[src/rtl/branch_cond_unit.sv]
// Branch condition resolver: latches one branch request, waits for in-flight
// flag updates, evaluates the condition and issues PC load/flush. Optional counters: BRANCH_STATS_EN.
module branch_cond_unit #(
  parameter int ADDR_W = 8
`ifdef BRANCH_STATS_EN
  ,
  parameter int CNT_W  = 16
`endif
) (
  input  logic              clk,
  input  logic              rst,
  input  logic              req,
  input  logic [3:0]        cond,
  input  logic [ADDR_W-1:0] target,
  input  logic              flags_pending,
  input  logic              Z,
  input  logic              N,
  input  logic              V,
  input  logic              C,
  output logic              busy,
  output logic              decided,
  output logic              taken,
  output logic              pc_load,
  output logic [ADDR_W-1:0] pc_target,
  output logic              flush
`ifdef BRANCH_STATS_EN
  ,
  output logic [CNT_W-1:0]  taken_cnt,
  output logic [CNT_W-1:0]  nottaken_cnt
`endif
);

  typedef enum logic [1:0] {
    S_IDLE  = 2'd0,
    S_EVAL  = 2'd1,
    S_FLUSH = 2'd2
  } state_t;

  function automatic logic cond_true(input logic [3:0] cc, input logic z, input logic n,
                                     input logic v, input logic c);
    logic r;
    case (cc)
      4'd0:    r = 1'b1;
      4'd1:    r = z;
      4'd2:    r = ~z;
      4'd3:    r = ~z & (n == v);
      4'd4:    r = (n == v);
      4'd5:    r = (n != v);
      4'd6:    r = z | (n != v);
      4'd7:    r = c;
      4'd8:    r = ~c;
      4'd9:    r = v;
      4'd10:   r = ~v;
      4'd11:   r = n;
      4'd12:   r = ~n;
      4'd13:   r = c & ~z;
      4'd14:   r = ~c | z;
      4'd15:   r = 1'b0;
      default: r = 1'b0;
    endcase
    return r;
  endfunction

  state_t              state_q, state_d;
  logic [3:0]          cond_q, cond_d;
  logic [ADDR_W-1:0]   target_q, target_d;
  logic                busy_q, busy_d;
  logic                decided_q, decided_d;
  logic                taken_q, taken_d;
  logic                pc_load_q, pc_load_d;
  logic                flush_q, flush_d;
  logic [ADDR_W-1:0]   pc_target_q, pc_target_d;
  logic                hit_s;

  // Next-state and registered-output computation
  always_comb begin
    state_d     = state_q;
    cond_d      = cond_q;
    target_d    = target_q;
    decided_d   = 1'b0;
    taken_d     = 1'b0;
    pc_load_d   = 1'b0;
    flush_d     = 1'b0;
    pc_target_d = {ADDR_W{1'b0}};
    hit_s       = cond_true(cond_q, Z, N, V, C);
    case (state_q)
      S_IDLE: begin
        if (req) begin
          state_d  = S_EVAL;
          cond_d   = cond;
          target_d = target;
        end else begin
          state_d  = S_IDLE;
        end
      end
      S_EVAL: begin
        // Flags still in flight: hold without deciding
        if (flags_pending) begin
          state_d = S_EVAL;
        end else begin
          decided_d = 1'b1;
          if (hit_s) begin
            taken_d     = 1'b1;
            pc_load_d   = 1'b1;
            flush_d     = 1'b1;
            pc_target_d = target_q;
            state_d     = S_FLUSH;
          end else begin
            state_d     = S_IDLE;
          end
        end
      end
      S_FLUSH: begin
        state_d = S_IDLE;
      end
      default: begin
        state_d = S_IDLE;
      end
    endcase
    busy_d = (state_d != S_IDLE);
  end

  // State, latched request and output registers
  always_ff @(posedge clk) begin
    if (rst) begin
      state_q     <= S_IDLE;
      cond_q      <= 4'd0;
      target_q    <= {ADDR_W{1'b0}};
      busy_q      <= 1'b0;
      decided_q   <= 1'b0;
      taken_q     <= 1'b0;
      pc_load_q   <= 1'b0;
      flush_q     <= 1'b0;
      pc_target_q <= {ADDR_W{1'b0}};
    end else begin
      state_q     <= state_d;
      cond_q      <= cond_d;
      target_q    <= target_d;
      busy_q      <= busy_d;
      decided_q   <= decided_d;
      taken_q     <= taken_d;
      pc_load_q   <= pc_load_d;
      flush_q     <= flush_d;
      pc_target_q <= pc_target_d;
    end
  end

  assign busy      = busy_q;
  assign decided   = decided_q;
  assign taken     = taken_q;
  assign pc_load   = pc_load_q;
  assign flush     = flush_q;
  assign pc_target = pc_target_q;

`ifdef BRANCH_STATS_EN
  logic [CNT_W-1:0] taken_cnt_q, taken_cnt_d;
  logic [CNT_W-1:0] nottaken_cnt_q, nottaken_cnt_d;

  // Saturating counters, updated on the same edge that registers the decision
  always_comb begin
    taken_cnt_d    = taken_cnt_q;
    nottaken_cnt_d = nottaken_cnt_q;
    if (decided_d && taken_d && (taken_cnt_q != {CNT_W{1'b1}})) begin
      taken_cnt_d = taken_cnt_q + {{(CNT_W-1){1'b0}}, 1'b1};
    end else begin
      taken_cnt_d = taken_cnt_q;
    end
    if (decided_d && !taken_d && (nottaken_cnt_q != {CNT_W{1'b1}})) begin
      nottaken_cnt_d = nottaken_cnt_q + {{(CNT_W-1){1'b0}}, 1'b1};
    end else begin
      nottaken_cnt_d = nottaken_cnt_q;
    end
  end

  // Counter registers
  always_ff @(posedge clk) begin
    if (rst) begin
      taken_cnt_q    <= {CNT_W{1'b0}};
      nottaken_cnt_q <= {CNT_W{1'b0}};
    end else begin
      taken_cnt_q    <= taken_cnt_d;
      nottaken_cnt_q <= nottaken_cnt_d;
    end
  end

  assign taken_cnt    = taken_cnt_q;
  assign nottaken_cnt = nottaken_cnt_q;
`endif

endmodule
[config.mk]
export PLATFORM = sky130hd
export DESIGN_NAME = branch_cond_unit
export DESIGN_NICKNAME = d
export VERILOG_FILES = /design/src/rtl/branch_cond_unit.sv
export SDC_FILE = /design/constraint.sdc
export NUM_CORES = 1
export LEC_CHECK = 0
export CAP_MARGIN = 25
export CORE_MARGIN = 10
export CORE_UTILIZATION = 44
export DETAILED_ROUTE_END_ITERATION = 10
export PLACE_DENSITY = 0.79
export SLEW_MARGIN = 20
export SYNTH_ARGS = -nofsm -noshare
export SYNTH_HDL_FRONTEND = slang
export SYNTH_SLANG_ARGS = --single-unit
[constraint.sdc]
create_clock -name clk -period 2.1 [get_ports clk]
set_clock_uncertainty 0.15 [all_clocks]
set_input_delay 0.63 -clock clk [delete_from_list [all_inputs] [get_ports clk]]
set_output_delay 0.63 -clock clk [all_outputs]
set_load 0.005 [all_outputs]
==> results.txt <==
The number of distinct library cell variants in the gate-level netlist after synthesis was 28; the floorplan row count was 17. Clock-pin slew was measured on the worst setup and hold paths at 0.13 ns. The number of clock sinks is 25, and the initial antenna violation count is 0. The depth of the most critical reg-to-reg path works out to 5.

The tool flagged a number of max-cap violations equal to 0. The static leakage power is 0.559 nW. The global route total overflow came out at 0.

Synthesis inferred 25 register bits. The min-delay analysis places its worst path in the category reg -> reg. The synthesized netlist occupies a cell area of 990 um2. The ratio of final minimum period to clock period is 95.1%, and the share of Yosys cell area claimed by the top area cell type is 50.6%. The final antenna diode count was 0; the area of the placeable core was 0.00217 mm2.

Setup violations remaining at the end of the flow were counted as 0. The HPWL after detailed placement is 1750 um. The post-synthesis net count was 114. Of the post-synthesis cell area, the part taken by muxes is 13.7%.

The data arrival time of the critical path was 2.11 ns; the wire length per cell after detailed routing was 14.6 um. Counting the fill cells in the layout gives 187. Once detail routing completed, the nets flagged for antenna violations numbered 0. The fraction of the mapped netlist area in compound gates works out to 8.60%.

The critical setup path kind is in -> reg. Data on the critical path is required at its endpoint by 2.21 ns. The maximum fanout encountered on the critical timing path is 7. The slack of the critical path was 0.102 ns. Element type at the critical path start: an input port. The shortest clock period the worst path allows after layout was 2.00 ns; the first-pass GRT wire length was 3990 um. The number of pins exceeding their max-slew limit in the final report is 0, and the cell count after synthesis is 94. Of the total synthesized cell area, the portion taken by XOR and XNOR cells is 0.885%. Number of design-rule violations left by the first detailed-router iteration: 24.

The synthesized netlist devotes 0% of its cell area to adder and majority cells. The full die area is 0.00455 mm2, and the areal power density over the cells is 620 mW/mm2. Starting utilization of the core area: 45.6%. Sequential elements use 50.6% of the synthesized area. Entering global routing, the biggest net connects 16 pins.

The root buffer cell is clkbuf_4. The simple-gate share of the synthesized area was 19.7%; the highest clock frequency the design can meet was 0.501 GHz. In this run the horizontal extent of the chip is 67.4 um.

Dividing the detail-routed via count by the number of cells gives 4.91. The number of hold violations in the final report came out at 0. At the pin with the least slew margin, the transition time is 0.331 ns. The most area-hungry cell type in the Yosys netlist is dfxtp_1. At the end of routability-driven placement, the weighted congestion stood at 0.783.

The cell area reported after detailed placement is 0.00136 mm2. Setup repair after global routing left no endpoint under its margin. The flow ran to the end, and the final reports show no timing, DRC or antenna violations. For the worst-skew pair, the clock arrives at the later sink with an insertion delay of 0.32 ns.

The run gives 0 ns as the setup total negative slack. In this run the worst setup path begins at V. For the total I/O pin count, the log shows 33.

By area the synthesized netlist is led by dfxtp_1 (51%), mux2i_1 (12%), nor2b_2 (7.1%), nor2_1 (5.3%), buf_6 (2.3%). Global routing used 11.3% of the available tracks. The number of hold buffers added after CTS was 0.

Headroom to the max-slew limit came out at 77.6%. The mean post-synth cell area came out at 10.5 um2. TritonCTS built the clock tree. The tools report the number of buffers on the longest clock path as 2.

The number of global-route vias before repair is 835, and the peak supply drop is 0.488 mV. The overall die height is 67.4 um. The dominant combinational cell family by area after synthesis is simple AND/OR/NAND/NOR gates. In this run the critical register-to-register path is launched from cond_q[1]. The worst register-to-register path has a setup slack of 0.35 ns.

Number of port buffers: 32. The net count of the finished layout is 152. Once placement completed, the tool counted placed cells totaling 155.

The signed area change from the synthesized netlist to the final layout is 43.2%, and the iteration count of the initial detailed-routing pass is 3. The fraction of layout instances using a drive strength above 1 came out at 20.6%. The endpoint identified for the worst register-to-register timing path is busy. Before CTS, the worst setup slack after placement is -0.450 ns. During synthesis, Yosys emitted a total of 0 warnings.

For the final standard cell count with taps included and fillers excluded, the log shows 159. After routing the design area is 0.00142 mm2. The endpoint class of the critical path was a flip-flop. For this block, the routed nets add up to 2320 um of wire.

For the CTS H-tree depth, the log shows 1. The detailed-route via count is 781, and the number of buffers added by the clock tree synthesis step is 3. The detailed-route DRC error count came out at 0. The critical path ends at pc_target[6].
[worst max-delay path, stage by stage]
cell	delay, ns
dlygate4sd2_1	0.29
xor2_2	0.22
or4_1	0.43
a31oi_2	0.22
a31oi_2	0.07
buf_6	0.16
nor2b_2	0.10
[cells by family (layout without fill, tap and decap cells)]
kind of cell | Yosys count | in the layout
AO/OA/AOI/OAI | 11 | 11
XOR/XNOR | 1 | 1
buffers and inverters | 11 | 48
flip-flops | 25 | 25
multiplexers | 13 | 13
AND/OR/NAND/NOR | 33 | 33
[per-stage QoR]
step	total power [mW]	hold WS [ns]	utilization, %
global placement	0.666	0.298	62.7
finish	0.879	0.336	65.3
global route	0.930	0.365	65.3
floorplan	0.598	0.277	-
detailed placement	0.672	0.306	62.7
CTS	0.893	0.329	64.5
[power breakdown]
group | internal (mW) | switching, mW | total [mW]
Sequential | 0.497 | 0.0154 | 0.513
Combinational | 0.0908 | 0.0601 | 0.151
Clock | 0.0728 | 0.143 | 0.216
[what timing repair did]
action | in CTS | in global routing
pin swaps | 2 | 1
endpoints found under the setup margin | 11 | 11
resized for setup | 5 | 4
setup buffers | 0 | 0
[synth_stat cells (all sizes together)]
master    n
mux2      1
nand3b    1
a2111o    1
inv       4
nor2b    10
nor2     14
a211oi    2
or2b      1
nand4b    1
or4       1
buf       5
o21ai     1
a31oi     3
nor4b     1
xor2      1
o211ai    1
dfxtp    25
nand2     2
mux2i    12
nand2b    2
o2111ai   1
a32o      1
o311ai    1
clkbuf    2
[layout by cell type (no fill, tap or decap), drive strengths merged, types with 2 or more instances in the layout]
cell type | synthesis | routed
a211oi | 2 | 2
a31oi | 3 | 3
buf | 5 | 8
clkbuf | 2 | 3
clkdlybuf4s50 | 0 | 28
dfxtp | 25 | 25
dlygate4sd2 | 0 | 2
dlymetal6s2s | 0 | 2
inv | 4 | 4
mux2i | 12 | 12
nand2 | 2 | 2
nand2b | 2 | 2
nor2 | 14 | 14
nor2b | 10 | 10
[flip-flops by register name, indices dropped and copies added, names as in the netlist]
| register | cells |
|---|---|
| busy | 1 |
| cond_q | 4 |
| decided | 1 |
| flush | 1 |
| pc_target | 8 |
| state_q | 2 |
| target_q | 8 |
[layout make-up]
class / count / area (um2) / share of cell area, %
Inverter: 4 / 15.0 / 1.06
Multi-Input combinational cell: 58 / 450 / 31.8
Tap cell: 28 / 35.0 / 2.47
Sequential cell: 25 / 500 / 35.3
Clock inverter: 1 / 7.51 / 0.530
Clock buffer: 3 / 22.5 / 1.59
Timing Repair Buffer: 40 / 387 / 27.3
[routing by layer]
metal | vias to the layer above | share of wire, % | track usage (%) | routed length (um)
li1 | 394 | - | - | -
met1 | 359 | 44 | 12.8 | 1010
met2 | 24 | 45 | 18.1 | 1050
met3 | 4 | 9.9 | 5.45 | 230
met4 | 0 | 1.1 | 3.85 | 25
met5 | - | 0 | 0 | 0
[worst min-delay path by stage]
stage	start	to	slack [ns]	cells after the start
after floorplan	state_q[1]	state_q[0]	0.28	1
after global placement	state_q[1]	state_q[0]	0.30	1
after detailed placement	target_q[0]	pc_target[0]	0.31	1
after CTS	state_q[1]	state_q[0]	0.33	1
after global routing	target_q[2]	pc_target[2]	0.37	1
final	target_q[5]	pc_target[5]	0.34	1
No activity file was read; power rests on OpenSTA's default activity.
